File: src/rtl/uart_tx_fifo.sv
// uart_tx_fifo: first-word-fall-through byte FIFO feeding the UART transmitter.
// Optional sticky error flags are enabled with `define UART_TX_FIFO_ERR_EN.
module uart_tx_fifo #(
  parameter int DBITS     = 8,
  parameter int ADDR_BITS = 4,
  parameter int AF_LEVEL  = 12
) (
  input  logic                 clk_100MHz,
  input  logic                 reset_n,
  input  logic                 wr_en,
  input  logic [DBITS-1:0]     wr_data,
  input  logic                 tx_done,
`ifdef UART_TX_FIFO_ERR_EN
  input  logic                 err_clr,
  output logic                 overflow,
  output logic                 underflow,
`endif
  output logic                 tx_start,
  output logic [DBITS-1:0]     tx_data,
  output logic                 full,
  output logic                 almost_full,
  output logic [ADDR_BITS:0]   count
);

  localparam int DEPTH = 1 << ADDR_BITS;
  localparam logic [ADDR_BITS:0] C_DEPTH = (ADDR_BITS+1)'(DEPTH);
  localparam logic [ADDR_BITS:0] C_AF    = (ADDR_BITS+1)'(AF_LEVEL);

  logic [DBITS-1:0]     r_mem [DEPTH];
  logic [ADDR_BITS-1:0] r_wr_ptr;
  logic [ADDR_BITS-1:0] r_rd_ptr;
  logic [ADDR_BITS:0]   r_count;

  logic w_empty;
  logic w_full;
  logic w_pop;
  logic w_push;

  // Status decode straight from the registered count.
  assign w_empty = (r_count == '0);
  assign w_full  = (r_count == C_DEPTH);

  // A pop needs data; a push needs room, or a same-cycle pop that frees a slot.
  assign w_pop  = tx_done && !w_empty;
  assign w_push = wr_en && (!w_full || w_pop);

  // Storage is deliberately not reset; only pointers define valid content.
  always_ff @(posedge clk_100MHz) begin
    if (w_push)
      r_mem[r_wr_ptr] <= wr_data;
  end

  // Pointers wrap naturally at depth; count tracks net push/pop.
  always_ff @(posedge clk_100MHz or negedge reset_n) begin
    if (!reset_n) begin
      r_wr_ptr <= '0;
      r_rd_ptr <= '0;
      r_count  <= '0;
    end else begin
      if (w_push)
        r_wr_ptr <= r_wr_ptr + 1'b1;
      if (w_pop)
        r_rd_ptr <= r_rd_ptr + 1'b1;
      unique case ({w_push, w_pop})
        2'b10:   r_count <= r_count + 1'b1;
        2'b01:   r_count <= r_count - 1'b1;
        default: r_count <= r_count;
      endcase
    end
  end

`ifdef UART_TX_FIFO_ERR_EN
  logic r_overflow;
  logic r_underflow;
  logic w_ovf_set;
  logic w_udf_set;

  assign w_ovf_set = wr_en && w_full && !w_pop;
  assign w_udf_set = tx_done && w_empty;

  // Sticky error flags; a new event beats a simultaneous clear.
  always_ff @(posedge clk_100MHz or negedge reset_n) begin
    if (!reset_n) begin
      r_overflow  <= 1'b0;
      r_underflow <= 1'b0;
    end else begin
      if (w_ovf_set)
        r_overflow <= 1'b1;
      else if (err_clr)
        r_overflow <= 1'b0;
      if (w_udf_set)
        r_underflow <= 1'b1;
      else if (err_clr)
        r_underflow <= 1'b0;
    end
  end

  assign overflow  = r_overflow;
  assign underflow = r_underflow;
`endif

  // Head word is forced to zero while empty so stale storage never leaks out.
  always_comb begin
    tx_data = '0;
    if (!w_empty)
      tx_data = r_mem[r_rd_ptr];
  end

  assign tx_start    = !w_empty;
  assign full        = w_full;
  assign almost_full = (r_count >= C_AF);
  assign count       = r_count;

endmodule

File: config.mk
export PLATFORM = sky130hd
export DESIGN_NAME = uart_tx_fifo
export DESIGN_NICKNAME = d
export VERILOG_FILES = /design/src/rtl/uart_tx_fifo.sv
export SDC_FILE = /design/constraint.sdc
export NUM_CORES = 1
export LEC_CHECK = 0
export ABC_AREA = 1
export CAP_MARGIN = 20
export CORE_AREA = 8 8 120 122
export CTS_CLUSTER_DIAMETER = 30
export DETAILED_ROUTE_END_ITERATION = 16
export DIE_AREA = 0 0 128 130
export GPL_TIMING_DRIVEN = 0
export PLACE_DENSITY = 0.67
export SLEW_MARGIN = 20
export SYNTH_ARGS = -nofsm -noshare
export SYNTH_HDL_FRONTEND = slang
export SYNTH_SLANG_ARGS = --single-unit
File: constraint.sdc
create_clock -name clk_100MHz -period 2.03 [get_ports clk_100MHz]
set_input_delay 0.5075 -clock clk_100MHz [delete_from_list [all_inputs] [get_ports clk_100MHz]]
set_output_delay 0.5075 -clock clk_100MHz [all_outputs]
set_load 0.05 [all_outputs]
* After elaboration in Yosys (flattened, before gate mapping)
Memories as Yosys holds them, arrays and structs flattened.
Cells that the tools add are included.
** Word-level totals
- Flip-flop bits (word level) :: 13
- Latch bits :: 0
- Memory bits (writable) :: 128
- ROM bits :: 0
- Input bits :: 12
- Output and inout port bits :: 16
- Logic and storage cells :: 23
- Memories :: 1
** Memory list
- r_mem :: depth 16, width 8, rd ports 1, clocked after memory_dff 0, write ports 1, line 29 : logic [DBITS-1:0] r_mem [DEPTH];
** Cells by class
- Add/subtract/negate cells :: 4
- $mul :: 0
- Divide/modulo/power cells :: 0
- Magnitude comparators :: 1
- Eq/ne operators :: 3
- Shift-type cells :: 0
- Multiplexer cells :: 4
- Bitwise operators :: 0
- Reduce and logical (&&, ||, !) cells :: 7
** Operators by type and width (count)
- $pmux W5 S2 :: 1
- $add A4 B1 Y4 const B :: 2
- $mux W8 :: 1
- $add A5 B1 Y5 const B :: 1
- $eq A5 B5 Y1 const B :: 1
- $ge A5 B4 Y1 const B :: 1
- $logic_not A5 Y1 :: 1
- $sub A5 B1 Y5 const B :: 1
- $eq A2 B1 Y1 const B :: 1
- $eq A2 B2 Y1 const B :: 1
- $logic_and A1 B1 Y1 :: 2
- $logic_not A1 Y1 :: 2
- $mux W1 :: 2
- $reduce_bool A2 Y1 :: 1
- $logic_or A1 B1 Y1 :: 1

* Longest topological paths before layout
Gate-level depths: netlist of the first run.
- Word-level depth :: 7
- Mapped depth :: 14
- Gate-level depth less buffers :: 14

* Worst setup path before layout of the first run
OpenSTA, ideal clock, no wires.
- Path kind :: flip-flop to output port
- Start point :: register r_count[4] (netlist: count[4])
- End point :: output tx_data[0]
- Arrival :: 1993 ps
- Required time :: 1522 ps
- Path slack :: -470 ps
- Cell stages (with the launch flop) :: 5
- Buffers on the path :: 0
- Cell sequence :: dfrtp_1 -> inv_1 -> nand3_4 -> inv_1 -> a21oi_1
** Between the ends
- Longest elaborated chain between the ends :: 2
** Ends and longest elaborated chain
- start: declaration :: line 32 : logic [ADDR_BITS:0] r_count;
- start signal: assignment :: line 65 : 2'b10: r_count <= r_count + 1'b1;
- start signal: assignment :: line 66 : 2'b01: r_count <= r_count - 1'b1;
- start signal: assignment :: line 67 : default: r_count <= r_count;
- $logic_not A5 Y1 :: line 40 : assign w_empty = (r_count == '0);
- $mux W8 :: line 105 : if (!w_empty)
- end: declaration :: line 19 : output logic [DBITS-1:0] tx_data,
Every way passes these cells.

* Final worst setup path of the first run
- Start point :: register r_rd_ptr[0]
- End point :: output tx_data[6]
** Between the ends
- Longest elaborated chain between the ends :: 2
** Ends and longest elaborated chain
- start: declaration :: line 31 : logic [ADDR_BITS-1:0] r_rd_ptr;
- start signal: assignment :: line 63 : r_rd_ptr <= r_rd_ptr + 1'b1;
- $mem_v2 Z16 W8
- $mux W8 :: line 105
Every way passes these cells.

==> results of run 1 <==
==> cell usage after synthesis, types with 3 or more instances <==
library cell,number
inv_1,15
edfxtp_1,128
clkbuf_1,4
buf_4,5
a21oi_1,11
nand3_1,103
buf_2,9
nor2_1,17
o21ai_0,4
xor2_1,7
ha_1,8
buf_6,7
inv_2,4
nand2_1,178
dfrtp_1,13
nand2_4,3
==> flip-flops by register name, indices dropped and copies added, names as in the netlist <==
name and cells:
r_wr_ptr 4, count 5, r_mem 128, r_rd_ptr 4
==> how the worst max path moves through the flow <==
stage                      from         end  slack (ns)  cells after the start
floorplan              count[3]  tx_data[0]       -0.02                      4
global placement    r_rd_ptr[1]  tx_data[3]       -0.76                      8
detailed placement  r_rd_ptr[1]  tx_data[3]       -0.77                      8
CTS                 r_rd_ptr[0]  tx_data[1]       -0.50                     10
global route        r_rd_ptr[0]  tx_data[2]       -0.58                     10
finish              r_rd_ptr[0]  tx_data[6]       -0.51                     10
==> per-layer routing <==
layer / global-route usage / up-vias / share of wire
met5: 0 / - / 0
met4: 0.0860 / 0 / 0.031
met3: 0.0481 / 33 / 0.072
met2: 0.313 / 171 / 0.48
met1: 0.244 / 2147 / 0.42
li1: - / 1968 / -
==> final cells by class <==
| type | instances | area, sq um | share of cell area |
|---|---|---|---|
| inverters | 21 | 87.6 | 0.0109 |
| multi-input cells | 344 | 2120 | 0.264 |
| flip-flops and latches | 141 | 4180 | 0.521 |
| clock inverters | 5 | 103 | 0.0128 |
| repair buffers | 46 | 524 | 0.0654 |
| plain buffers | 25 | 265 | 0.0331 |
| clock buffers | 27 | 523 | 0.0653 |
| well taps | 172 | 215 | 0.0269 |
==> where the power goes <==
group | switching, mW | total [mW] | internal (mW)
combinational | 4.18 | 6.60 | 2.42
sequential | 0.195 | 3.77 | 3.57
clock | 1.11 | 3.23 | 2.13
total | 5.48 | 13.6 | 8.12
==> cells by family after synthesis <==
logic type | count (synthesis)
AO/OA/AOI/OAI | 18
adder cells (fa/ha/maj) | 9
flip-flops | 141
AND/OR/NAND/NOR | 309
buffers and inverters | 46
XOR/XNOR | 8
==> worst register-to-register path, stage by stage (launching register included) <==
cell and delay [ns]:
dfrtp_2 0.44, nor2_4 0.14, nand3_4 0.11, buf_4 0.17, nand2_4 0.08, inv_4 0.07, nand2_4 0.09, inv_4 0.06
ha_4 0.25, a21oi_2 0.15, nand3_2 0.08, nand2_1 0.09, nand3_1 0.07, nand2_1 0.06, inv_1 0.03
==> per-stage QoR <==
stage | cell area (sq um) | std cells | power, mW | hold slack [ns] | setup TNS, ns
after floorplan | 6160 | 531 | 7.33 | 0.212 | -0.162
after detailed placement | 6640 | 730 | 8.93 | 0.546 | -61.54
after global placement | 6640 | 730 | 8.86 | 0.543 | -52.41
final | 8010 | 781 | 13.6 | 0.462 | -3.93
after CTS | 7390 | 764 | 12.5 | 0.514 | -3.78
after global routing | 8010 | 781 | 14.2 | 0.471 | -4.63
==> what timing repair did <==
item	CTS	global route
hold buffers	0	0
endpoints found under the setup margin	62	89
buffers inserted	2	11
cloned	0	6
pin swaps	2	30
resized for setup	110	99
==> impl_metrics.env, run 1 <==
export IMPL_finClkSkew_ns=0.00706
export IMPL_via_per_inst=5.53
export IMPL_holdCritStartpoint="tx_done"
export IMPL_ir_drop_uv=893
export IMPL_period_needed_ns=2.54
export IMPL_violations="negative setup slack"
export IMPL_crit_family="buffers and inverters"
export IMPL_grt_max_degree=17
export IMPL_slew_violations=0
export IMPL_synthTopCellsByArea="edfxtp_1, nand2_1, nand3_1"
export IMPL_yosysSeqAreaShare=0.686
export IMPL_grt_pass1_wl_mm=23.2
export IMPL_rsz0062_at_grt="yes"
export IMPL_slowest_stage="dfrtp_2"
export IMPL_root_buffer="clkbuf_16"
export IMPL_relSlewSlack=0.438
export IMPL_initial_core_util=0.489
export IMPL_port_buffers=27
export IMPL_cellPowerDensity_nw_per_um2=1700
export IMPL_first_global_vias=4118
export IMPL_synth_fa_ha_area_frac=0.0198
export IMPL_status="finished with violations"
export IMPL_synthSimpleGateAreaFrac=0.224
export IMPL_async_flop_share=0.0922
export IMPL_leakagePower_nw=3.09
export IMPL_r2r_end="count[4]"
export IMPL_critical_path_class="reg2out"
export IMPL_worstHoldPathType="in2reg"
export IMPL_ant_nets=0
export IMPL_synthCells=531
export IMPL_fin_util=0.645
export IMPL_area_delta_synth_final_pct=31.9
export IMPL_crit_top_cell="nand2_1"
export IMPL_worst_r2r_cell_count=14
export IMPL_core_area_sq_um=12400
export IMPL_cp_num_buf_inv=4
export IMPL_cts_tree="done"
export IMPL_place_hpwl_mm=10.1
export IMPL_synth_top_area_cell="edfxtp_1"
export IMPL_firstDrtPassIters=4
export IMPL_die_x_microns=128
export IMPL_crit_path_end_kind="output pin"
export IMPL_drc_errors=0
export IMPL_routabilityCongestion=0.889
export IMPL_ys_flop_type="edfxtp_1"
export IMPL_holdPathEnd="r_rd_ptr[0]"
export IMPL_hold_depth=3
export IMPL_setup_worst_path_start_class="flip-flop"
export IMPL_clk_pin_slew_ns=0.05
export IMPL_finalHoldViolCount=0
export IMPL_wire_per_inst_microns=20.8
export IMPL_diodes=0
export IMPL_die_height_microns=130
export IMPL_final_cell_mix="nand2_1, edfxtp_1, nand3_1"
export IMPL_timing_final_crit_share=1.25
export IMPL_numClockSinks=141
export IMPL_synth_net_count=552
export IMPL_crit_path_cell_trace="inv_4, clkbuf_16, clkbuf_16, nand2_1, nand3_1, nand3_1, nand2_1, nand2_1, a21oi_2, buf_6"
export IMPL_yosys_warnings=0
export IMPL_synth_mux_area_frac=0
export IMPL_setup_violations=8
export IMPL_synth_avg_cell_area_sq_um=11.4
export IMPL_fp_dieArea_sq_um=16600
export IMPL_clockBufferDepth=2
export IMPL_dp_slack_ns=-0.770
export IMPL_drive_gt1_frac=0.337
export IMPL_synth_top_family_by_area="simple AND/OR/NAND/NOR gates"
export IMPL_fin_ws_ns=-0.509
export IMPL_finish_net_count=617
export IMPL_vias=4319
export IMPL_tightest_slew_ns=0.841
export IMPL_wl_mm=16.2
export IMPL_cpPeakStageDelay_ns=0.44
export IMPL_max_freq_mhz=394
export IMPL_layout_commonest_cell="nand2_1"
export IMPL_cts_made_buffers=17
export IMPL_cp_arrival_ns=2.03
export IMPL_max_cap_violations=0
export IMPL_drt_iter0_markers=441
export IMPL_crit_required_ns=1.52
export IMPL_fillers=941
export IMPL_cp_max_fo=5
export IMPL_synth_xor_area_frac=0.0128
export IMPL_rrSetupSlack_ns=0.04
export IMPL_yosysUniqueCellTypes=27
export IMPL_synth_top_area_frac=0.633
export IMPL_r2r_start="count[0]"
export IMPL_synth_area_sq_um=6080
export IMPL_synth_edf_count=128
export IMPL_synth_compound_area_frac=0.0154
export IMPL_num_rows=41
export IMPL_antenna_found_initial=0
export IMPL_ios=28
export IMPL_ys_seq_elements=141
export IMPL_grt_overflow=0
export IMPL_clock_latency_ns=0.42
export IMPL_htree_levels=4
export IMPL_track_usage=0.194
No activity file was read; power rests on OpenSTA's default activity.
==> run 2: changes to the inputs <==
Settings changed: CORE_AREA 8 8 120 122 to 3 3 115 117, CTS_CLUSTER_DIAMETER 30 to default, DIE_AREA 0 0 128 130 to 0 0 118 120.
==> impl_metrics.env, run 2 (synthesis gave the netlist of run 1 again) <==
export IMPL_stdcell_count=776
export IMPL_setup_violations=8
export IMPL_rrSetupSlack_ns=0.06
export IMPL_worstHoldPathType="in2reg"
export IMPL_cts_made_buffers=17
export IMPL_vias=4307
export IMPL_root_buffer="clkbuf_16"
export IMPL_die_x_microns=118
export IMPL_port_buffers=27
export IMPL_gr_usage_met1=0.299
export IMPL_crit_path_end_kind="output pin"
export IMPL_finish_net_count=612
export IMPL_grt_max_degree=17
export IMPL_fin_ws_ns=-0.530
export IMPL_diodes=0
export IMPL_postCtsHoldBufs=0
export IMPL_tightest_slew_ns=0.827
export IMPL_routabilityCongestion=0.916
export IMPL_place_hpwl_mm=10.0
export IMPL_largest_register_ffs=128
export IMPL_status="finished with violations"
export IMPL_wl_mm=15.9
export IMPL_cp_arrival_ns=2.05
export IMPL_htree_levels=4
export IMPL_max_freq_mhz=391
export IMPL_grt_overflow=0
export IMPL_grt_pass1_wl_mm=23.1
export IMPL_slew_violations=0
export IMPL_clock_latency_ns=0.41
export IMPL_cellPowerDensity_nw_per_um2=1740
export IMPL_cts_tree="done"
export IMPL_ios=28
export IMPL_drt_iter0_markers=400
export IMPL_via_per_inst=5.55
export IMPL_finClkSkew_ns=0.00678
export IMPL_crit_required_ns=1.52
export IMPL_setup_worst_path_start_class="flip-flop"
export IMPL_period_needed_ns=2.56
export IMPL_met2_usage=0.341
export IMPL_layout_commonest_cell="nand2_1"
export IMPL_fp_dieArea_sq_um=14200
export IMPL_met3_usage=0.0448
export IMPL_timing_final_crit_share=1.26
export IMPL_leakagePower_nw=3.02
export IMPL_core_area_sq_um=12500
export IMPL_max_cap_violations=0
export IMPL_num_rows=41
export IMPL_relSlewSlack=0.447
export IMPL_finalHoldViolCount=0
export IMPL_area_delta_synth_final_pct=29.0
export IMPL_fin_util=0.629
export IMPL_clockBufferDepth=2
export IMPL_ir_drop_uv=1080
export IMPL_setup_tns_ns=-3.99
export IMPL_initial_core_util=0.487
export IMPL_cp_max_fo=5
export IMPL_grt_busiest_layer="met2"
export IMPL_dp_cells=730
export IMPL_ant_nets=0
export IMPL_numClockSinks=141
export IMPL_drc_errors=0
export IMPL_top_register="r_mem"
export IMPL_firstDrtPassIters=5
export IMPL_final_cell_mix="nand2_1, edfxtp_1, nand3_1"
export IMPL_violations="negative setup slack"
export IMPL_wire_per_inst_microns=20.4
export IMPL_drive_gt1_frac=0.265
export IMPL_rsz0062_at_grt="yes"
export IMPL_clk_pin_slew_ns=0.05
export IMPL_critical_path_class="reg2out"
export IMPL_track_usage=0.220
export IMPL_die_height_microns=120
export IMPL_antenna_found_initial=0
export IMPL_first_global_vias=4025
[run 2: metal layers]
layer	part of all wire	vias to the layer above	wire length [microns]
met5	0	-	0
met4	0.036	0	573
met3	0.080	42	1260
met2	0.48	242	7600
met1	0.40	2074	6420
li1	-	1949	-
[run 2: area by class of cell]
cell class | instances | area [sq um]
fillers | 945 | 4630
flip-flops and latches | 141 | 4180
multi-input cells | 344 | 1930
repair buffers | 41 | 492
clock buffers | 20 | 437
plain buffers | 25 | 258
clock inverters | 12 | 241
well taps | 172 | 215
inverters | 21 | 88.8
[run 2: power by group]
group	leakage (nW)	total, mW	switching, mW	internal, mW
Clock	0.330	3.55	1.13	2.42
Sequential	1.30	3.77	0.205	3.57
Combinational	1.39	6.27	4.00	2.28
[run 2: what timing repair did]
item                       4_1_cts  5_1_grt
buffers inserted                 1        7
pin swaps                        2       14
resized for setup              110       52
setup endpoints to repair       88       67
cloned                           0        6
[run 2: path summary, 6_finish.rpt]
| path | endpoint | start | cells past startpoint |
|---|---|---|---|
| worst max-delay path | tx_data[3] | r_rd_ptr[0] | 10 |
| min in group asynchronous | r_wr_ptr[0] | reset_n | 1 |
| worst min-delay path | r_rd_ptr[0] | tx_done | 3 |
| worst min register to register | count[4] | count[4] | 3 |
| max in group asynchronous | r_rd_ptr[0] | reset_n | 1 |
| worst max register to register | r_mem[2][0] | count[3] | 7 |
[run 2: per-stage QoR]
stage | area, sq um | hold slack (ns) | total power [mW] | setup slack [ns]
2_1_floorplan | 6160 | 0.212 | 7.33 | -0.0180
3_3_place_gp | 6640 | 0.550 | 8.82 | -0.743
3_5_place_dp | 6640 | 0.579 | 8.92 | -0.758
4_1_cts | 7440 | 0.528 | 12.7 | -0.470
5_1_grt | 7840 | 0.505 | 14.2 | -0.612
6_report | 7840 | 0.503 | 13.6 | -0.530
[run 2: worst max-delay path, cell delays in order (launching register included)]
cell	delay, ns
dfrtp_2	0.46
clkinv_4	0.11
buf_12	0.14
clkbuf_16	0.14
nand2_1	0.04
nand3_1	0.10
nand3_2	0.11
nand2_1	0.09
nand2_1	0.07
a21oi_2	0.19
buf_6	0.18
